File: src/rtl/vec_pkg.sv
// Shared definitions for the ping-pong vector chunk buffer and its consumers.
//
// Contents:
//   DEF_VEC_LENGTH / DEF_WORKING_REGS : default geometry
//   chunk_t    : one chunk at the default width, lane WorkingRegs-1 is the MSB lane
//   bank_idx_t : selects one of the two banks
//   chunk_of() : chunk index of element k (arrival order)
//   lane_of()  : lane index of element k; the first element of a chunk goes
//                to the top lane so it lines up with the MVProd dot-product order
package vec_pkg;

  localparam int unsigned DEF_VEC_LENGTH   = 16;
  localparam int unsigned DEF_WORKING_REGS = 4;

  typedef logic signed [DEF_WORKING_REGS-1:0][7:0] chunk_t;
  typedef logic bank_idx_t;

  function automatic int unsigned chunk_of(input int unsigned k, input int unsigned wr);
    return k / wr;
  endfunction

  function automatic int unsigned lane_of(input int unsigned k, input int unsigned wr);
    return wr - 1 - (k % wr);
  endfunction

endpackage

File: src/rtl/vec_bank.sv
// One bank of the ping-pong vector buffer: NumChunks chunks of WorkingRegs
// signed bytes, held in flops.
//
// Ports:
//   clk_in, rst_in : clock, asynchronous active-high reset (clears contents)
//   i_wr_en        : write one byte this cycle
//   i_wr_chunk     : chunk index of the byte being written
//   i_wr_lane      : lane index within that chunk
//   i_wr_data      : byte to write
//   i_rd_chunk     : chunk index to read
//   o_rd_data      : combinational read of chunk i_rd_chunk
module vec_bank #(
  parameter int unsigned VecLength   = 16,
  parameter int unsigned WorkingRegs = 4,
  parameter int unsigned NumChunks   = VecLength / WorkingRegs,
  parameter int unsigned CW          = (NumChunks > 1) ? $clog2(NumChunks) : 1,
  parameter int unsigned LW          = (WorkingRegs > 1) ? $clog2(WorkingRegs) : 1
) (
  input  logic                                clk_in,
  input  logic                                rst_in,
  input  logic                                i_wr_en,
  input  logic        [CW-1:0]                i_wr_chunk,
  input  logic        [LW-1:0]                i_wr_lane,
  input  logic signed [7:0]                   i_wr_data,
  input  logic        [CW-1:0]                i_rd_chunk,
  output logic signed [WorkingRegs-1:0][7:0]  o_rd_data
);

  logic signed [WorkingRegs-1:0][7:0] r_mem [NumChunks];

  always_ff @(posedge clk_in or posedge rst_in) begin
    if (rst_in) begin
      for (int c = 0; c < NumChunks; c++) begin
        r_mem[c] <= '0;
      end
    end else if (i_wr_en) begin
      r_mem[i_wr_chunk][i_wr_lane] <= i_wr_data;
    end
  end

  assign o_rd_data = r_mem[i_rd_chunk];

endmodule

File: src/rtl/vec_chunk_buffer.sv
// Double-buffered vector store between two matrix-vector stages. One bank is
// filled byte by byte from the upstream result stream while the other is served
// as WorkingRegs-wide chunks to the downstream MVProd, which may re-read it any
// number of times (once per output row) before releasing it.
//
// Ports:
//   clk_in, rst_in : clock, asynchronous active-high reset (discards all content)
//   wr_en, wr_data : byte stream in; accepted when wr_ready
//   wr_ready       : the current write bank is not full
//   rd_chunk_req   : advance the read pointer (wraps after the last chunk)
//   rd_ptr_rst     : rewind the read pointer to chunk 0
//   rd_release     : consumer is done with the current vector; free the bank
//   rd_data        : current chunk, combinational; zero when nothing is readable
//   rd_vec_ready   : the read bank holds a complete vector
//   vec_count      : number of full banks (0..2)
//   wr_overflow    : sticky, a write arrived while wr_ready was low
//   rd_underflow   : sticky, a chunk request arrived while rd_vec_ready was low
//
// Handshake: a write is consumed on a rising edge where wr_en && wr_ready;
// a chunk request/release is acted on only where rd_vec_ready is high, and
// release beats pointer rewind, which beats chunk request.
module vec_chunk_buffer
  import vec_pkg::*;
#(
  parameter int unsigned VecLength   = DEF_VEC_LENGTH,
  parameter int unsigned WorkingRegs = DEF_WORKING_REGS
) (
  input  logic                               clk_in,
  input  logic                               rst_in,
  input  logic                               wr_en,
  input  logic signed [7:0]                  wr_data,
  output logic                               wr_ready,
  input  logic                               rd_chunk_req,
  input  logic                               rd_ptr_rst,
  input  logic                               rd_release,
  output logic signed [WorkingRegs-1:0][7:0] rd_data,
  output logic                               rd_vec_ready,
  output logic [1:0]                         vec_count,
  output logic                               wr_overflow,
  output logic                               rd_underflow
);

  localparam int unsigned NumChunks = VecLength / WorkingRegs;
  localparam int unsigned CW = (NumChunks > 1) ? $clog2(NumChunks) : 1;
  localparam int unsigned LW = (WorkingRegs > 1) ? $clog2(WorkingRegs) : 1;
  localparam int unsigned IW = (VecLength > 1) ? $clog2(VecLength) : 1;

  typedef logic signed [WorkingRegs-1:0][7:0] lchunk_t;

  bank_idx_t         r_wr_bank;
  bank_idx_t         r_rd_bank;
  logic [IW-1:0]     r_wr_idx;
  logic [CW-1:0]     r_rd_ptr;
  logic [1:0]        r_full;
  logic              r_wr_overflow;
  logic              r_rd_underflow;

  logic              w_wr_ready;
  logic              w_wr_accept;
  logic              w_wr_last;
  logic [CW-1:0]     w_wr_chunk;
  logic [LW-1:0]     w_wr_lane;
  logic              w_rd_ready;
  logic              w_release;
  logic              w_ptr_last;
  logic [1:0]        w_full_nxt;
  logic [1:0]        w_bank_we;
  lchunk_t           w_bank0_data;
  lchunk_t           w_bank1_data;

  // ---------------------------------------------------------------- write side
  assign w_wr_ready  = !r_full[r_wr_bank];
  assign w_wr_accept = wr_en && w_wr_ready;
  assign w_wr_last   = w_wr_accept && (r_wr_idx == IW'(VecLength - 1));
  assign w_wr_chunk  = CW'(chunk_of(int'(r_wr_idx), WorkingRegs));
  assign w_wr_lane   = LW'(lane_of(int'(r_wr_idx), WorkingRegs));
  assign w_bank_we[0] = w_wr_accept && (r_wr_bank == 1'b0);
  assign w_bank_we[1] = w_wr_accept && (r_wr_bank == 1'b1);

  // ----------------------------------------------------------------- read side
  assign w_rd_ready = r_full[r_rd_bank];
  assign w_release  = rd_release && w_rd_ready;
  assign w_ptr_last = (r_rd_ptr == CW'(NumChunks - 1));

  // Completion and release always target different banks (the read bank equals
  // the write bank only while that bank is empty), so both can apply together.
  always_comb begin
    w_full_nxt = r_full;
    if (w_wr_last) begin
      w_full_nxt[r_wr_bank] = 1'b1;
    end
    if (w_release) begin
      w_full_nxt[r_rd_bank] = 1'b0;
    end
  end

  always_ff @(posedge clk_in or posedge rst_in) begin
    if (rst_in) begin
      r_wr_bank      <= 1'b0;
      r_wr_idx       <= '0;
      r_full         <= '0;
      r_wr_overflow  <= 1'b0;
    end else begin
      r_full <= w_full_nxt;
      if (w_wr_accept) begin
        if (w_wr_last) begin
          r_wr_idx  <= '0;
          r_wr_bank <= ~r_wr_bank;
        end else begin
          r_wr_idx <= r_wr_idx + 1'b1;
        end
      end
      if (wr_en && !w_wr_ready) begin
        r_wr_overflow <= 1'b1;
      end
    end
  end

  always_ff @(posedge clk_in or posedge rst_in) begin
    if (rst_in) begin
      r_rd_bank      <= 1'b0;
      r_rd_ptr       <= '0;
      r_rd_underflow <= 1'b0;
    end else begin
      if (w_release) begin
        r_rd_bank <= ~r_rd_bank;
        r_rd_ptr  <= '0;
      end else if (rd_ptr_rst) begin
        r_rd_ptr <= '0;
      end else if (rd_chunk_req && w_rd_ready) begin
        r_rd_ptr <= w_ptr_last ? '0 : r_rd_ptr + 1'b1;
      end
      if (rd_chunk_req && !w_rd_ready) begin
        r_rd_underflow <= 1'b1;
      end
    end
  end

  // ------------------------------------------------------------------- storage
  vec_bank #(
    .VecLength   (VecLength),
    .WorkingRegs (WorkingRegs)
  ) u_bank0 (
    .clk_in     (clk_in),
    .rst_in     (rst_in),
    .i_wr_en    (w_bank_we[0]),
    .i_wr_chunk (w_wr_chunk),
    .i_wr_lane  (w_wr_lane),
    .i_wr_data  (wr_data),
    .i_rd_chunk (r_rd_ptr),
    .o_rd_data  (w_bank0_data)
  );

  vec_bank #(
    .VecLength   (VecLength),
    .WorkingRegs (WorkingRegs)
  ) u_bank1 (
    .clk_in     (clk_in),
    .rst_in     (rst_in),
    .i_wr_en    (w_bank_we[1]),
    .i_wr_chunk (w_wr_chunk),
    .i_wr_lane  (w_wr_lane),
    .i_wr_data  (wr_data),
    .i_rd_chunk (r_rd_ptr),
    .o_rd_data  (w_bank1_data)
  );

  // ------------------------------------------------------------------- outputs
  assign wr_ready     = w_wr_ready;
  assign rd_vec_ready = w_rd_ready;
  assign rd_data      = !w_rd_ready ? '0 : (r_rd_bank ? w_bank1_data : w_bank0_data);
  assign vec_count    = {1'b0, r_full[0]} + {1'b0, r_full[1]};
  assign wr_overflow  = r_wr_overflow;
  assign rd_underflow = r_rd_underflow;

endmodule

File: config.mk
export PLATFORM = sky130hd
export DESIGN_NAME = vec_chunk_buffer
export DESIGN_NICKNAME = d
export VERILOG_FILES = /design/src/rtl/vec_pkg.sv /design/src/rtl/vec_bank.sv /design/src/rtl/vec_chunk_buffer.sv
export SDC_FILE = /design/constraint.sdc
export NUM_CORES = 1
export LEC_CHECK = 0
export ABC_AREA = 0
export CORE_MARGIN = 1.5
export CORE_UTILIZATION = 35
export CTS_BUF_LIST = sky130_fd_sc_hd__clkbuf_16
export DETAILED_ROUTE_END_ITERATION = 7
export GPL_ROUTABILITY_DRIVEN = 1
export SLEW_MARGIN = 20
export SYNTH_ARGS = -nofsm -noshare
export SYNTH_HDL_FRONTEND = slang
export SYNTH_SLANG_ARGS = --single-unit
File: constraint.sdc
create_clock -name clk_in -period 15 [get_ports clk_in]
set_input_delay 3 -clock clk_in [delete_from_list [all_inputs] [get_ports clk_in]]
set_output_delay 3 -clock clk_in [all_outputs]
set_load 0.05 [all_outputs]
==> out/metrics.yaml <==
die:
  core_sq_um: 35830
  io_pins: 52
  initial_core_util: 0.3578
  dieHeight_um: 194.4
  die_area_sq_um: 37790
  rows: 69
  chipWidth_um: 194.4
synthesis:
  synth_flop_cell: "dfrtp_1"
  synthDistinctLibCells: 43
  ys_ff_latch: 268
  synth_top_cell_by_area: "dfrtp_1"
  synth_edf_count: 0
  synth.top_cell.area_share: 0.5231
  yosysWarningCount: 0
  netlist_area_sq_um: 12820
  synth_nets: 896
  synthCells: 876
  ys_top_cells_by_area: "dfrtp_1 (52%), mux2_2 (20%), mux2i_1 (10%)"
  yosys.cell_count.top_type: "dfrtp_1"
  avgSynthCellArea_sq_um: 14.63
  ys_seq_area_frac: 0.5231
  synth_common_cells: "dfrtp_1 (268), mux2_2 (228), mux2i_1 (129), clkbuf_1 (42)"
  synthArstFlopShare: 1.000
cts:
  clock_path_buffers: 3
  cts_tree: "done"
  cts_resized: 0
  clock_sinks: 268
  h-tree-depth: 1
  path_clk_slew_ps: 60
  clockRootBuffer: "clkbuf_16"
  cts-hold-fix-buffers: 0
  clk_latency_ps: 560
  numCtsBuffers: 29
  postCtsSetupBuffers: 0
sta:
  finalHoldViolCount: 0
  worstMarginPinSlew_ps: 1123
  max_freq_mhz: 131.7
  maxSlewHeadroom: 0.2514
  setup_viol: 0
  slew_viol_final: 0
  rsz0062_at_grt: "false"
  post-route-worst-setup-slack_ps: 7406
  finalCritPeriodShare: 0.5063
  fin_setup_tns_ps: 0
  finClkSkew_ps: 16.73
  period_minus_slack_ps: 7594
grt:
  grt_pass1_vias: 7860
  track_usage: 0.1638
  grt_pass1_wl_mm: 48.44
  antenna_found_initial: 1
  gr-total-overflow: 0
  grt_max_degree: 123
setup_path:
  cp.required_ps: 12000
  critPathLaunchType: "flop"
  crit_arrival_ps: 4590
  crit_fanout: 58
  end_kind: "primary output"
  crit_type: "reg2out"
routing:
  drt-initial-drc-count: 370
  viasPerCell: 5.358
  routedWlPerCell_um: 21.93
  dr.pass1.iters: 4
  ant_nets: 0
  drc_errors: 0
  vias: 7464
  wirelength_mm: 30.54
layout:
  multiInputGateArea_sq_um: 5778
  final_nets: 931
  diodes: 0
  num-fill-cells: 3270
  seqCellArea_sq_um: 6710
  area_growth_pct: 14.22
  layout-drive-gt1-share: 0.3670
place:
  place_congestion: 0.7621
  io_buffers: 51
  dpl.hpwl_mm: 18.27
  place_ws_ps: 7921
worst_hold_path:
  hold_path.class: "reg2reg"
pwr:
  power_density_nw_per_um2: 182.2
  vdd_drop_max_v: 0.0001002
  p_leak_nw: 6.426
status:
  status: "finished, final reports clean"
job:
  maxCapViolations: 0
-- power by group --
group | leakage (nW) | switching [mW] | internal (mW)
logic | 2.47 | 0.357 | 0.393
registers | 3.48 | 0.187 | 1.04
clock network | 0.473 | 0.291 | 0.401
total | 6.43 | 0.835 | 1.83
-- critical path: stages, from the launching register on --
cell             delay (ps)
dfrtp_4                 790
buf_4                   700
buf_4                   930
mux2i_1                 220
o22a_1                  270
o221ai_1                110
clkdlybuf4s50_1         860
-- placed cells by master, fill, tap and decap left out, types with 9 or more instances in the layout --
master	synthesis	final
dfrtp_1	268	267
mux2_2	228	228
mux2i_1	129	129
clkdlybuf4s50_1	0	51
o22a_1	32	32
o221ai_1	32	32
clkbuf_16	0	29
nor2_8	20	20
buf_4	3	17
mux2_4	16	16
mux2_1	15	15
inv_1	6	12
nand2_1	9	9
-- cells by family (layout without fill, tap and decap cells) --
| group | after synthesis | in the layout | synth area share |
|---|---|---|---|
| multiplexers | 388 | 388 | 0.3329 |
| flip-flops | 268 | 268 | 0.5231 |
| AO/OA/AOI/OAI | 77 | 77 | 0.05065 |
| buffers and inverters | 70 | 126 | 0.02616 |
| AND/OR/NAND/NOR | 66 | 66 | 0.06061 |
| adder cells (fa/ha/maj) | 6 | 6 | 0.005856 |
| XOR/XNOR | 1 | 1 | 0.0006833 |
-- stage by stage --
| stage | area (sq um) | power [mW] | std cells | util | hold slack (ps) |
|---|---|---|---|---|---|
| finish | 14640 | 2.668 | 1393 | 0.4087 | 459.7 |
| CTS | 14640 | 2.695 | 1393 | 0.4087 | 460.7 |
| floorplan | 12820 | 1.811 | 876 | - | 457.8 |
| detailed placement | 13730 | 1.993 | 1341 | 0.3833 | 449.4 |
| global placement | 13730 | 1.971 | 1341 | 0.3833 | 445.6 |
| global route | 14640 | 2.823 | 1393 | 0.4087 | 478.6 |
-- flip-flops by register name, indices dropped and copies added, names as in the netlist --
register and flops:
rd_underflow 1, r_rd_bank 1, u_bank1.r_mem 128, r_wr_idx 4, r_rd_ptr 2, wr_overflow 1
r_full 2, u_bank0.r_mem 128, r_wr_bank 1
-- area by class of cell --
type | count | area share
clock inverter | 23 | 0.01256
sequential | 268 | 0.4583
multi-input combinational | 538 | 0.3946
inverter | 6 | 0.002051
timing repair buffer | 68 | 0.04358
tap | 461 | 0.03939
clock buffer | 29 | 0.04956
-- path summary, 6_finish.rpt --
path                       cells past startpoint         from            endpoint  slack [ps]
setup / recovery                               6  r_rd_ptr[1]          rd_data[0]        7410
hold / removal                                 1  wr_overflow         wr_overflow         460
setup reg to reg                               4    r_full[0]  u_bank0.r_mem[113]       12650
hold reg to reg                                1  wr_overflow         wr_overflow         460
max in group asynchronous                      3       rst_in         r_rd_ptr[1]       10320
min in group asynchronous                      2       rst_in   u_bank0.r_mem[82]        3030
-- routing by layer --
metal / part of all wire / track usage
met5: 0 / 0.003831
met2: 0.46 / 0.2630
met3: 0.034 / 0.02690
met1: 0.49 / 0.2320
met4: 0.021 / 0.03646
Note: power is estimated with default switching activity, not from simulation.
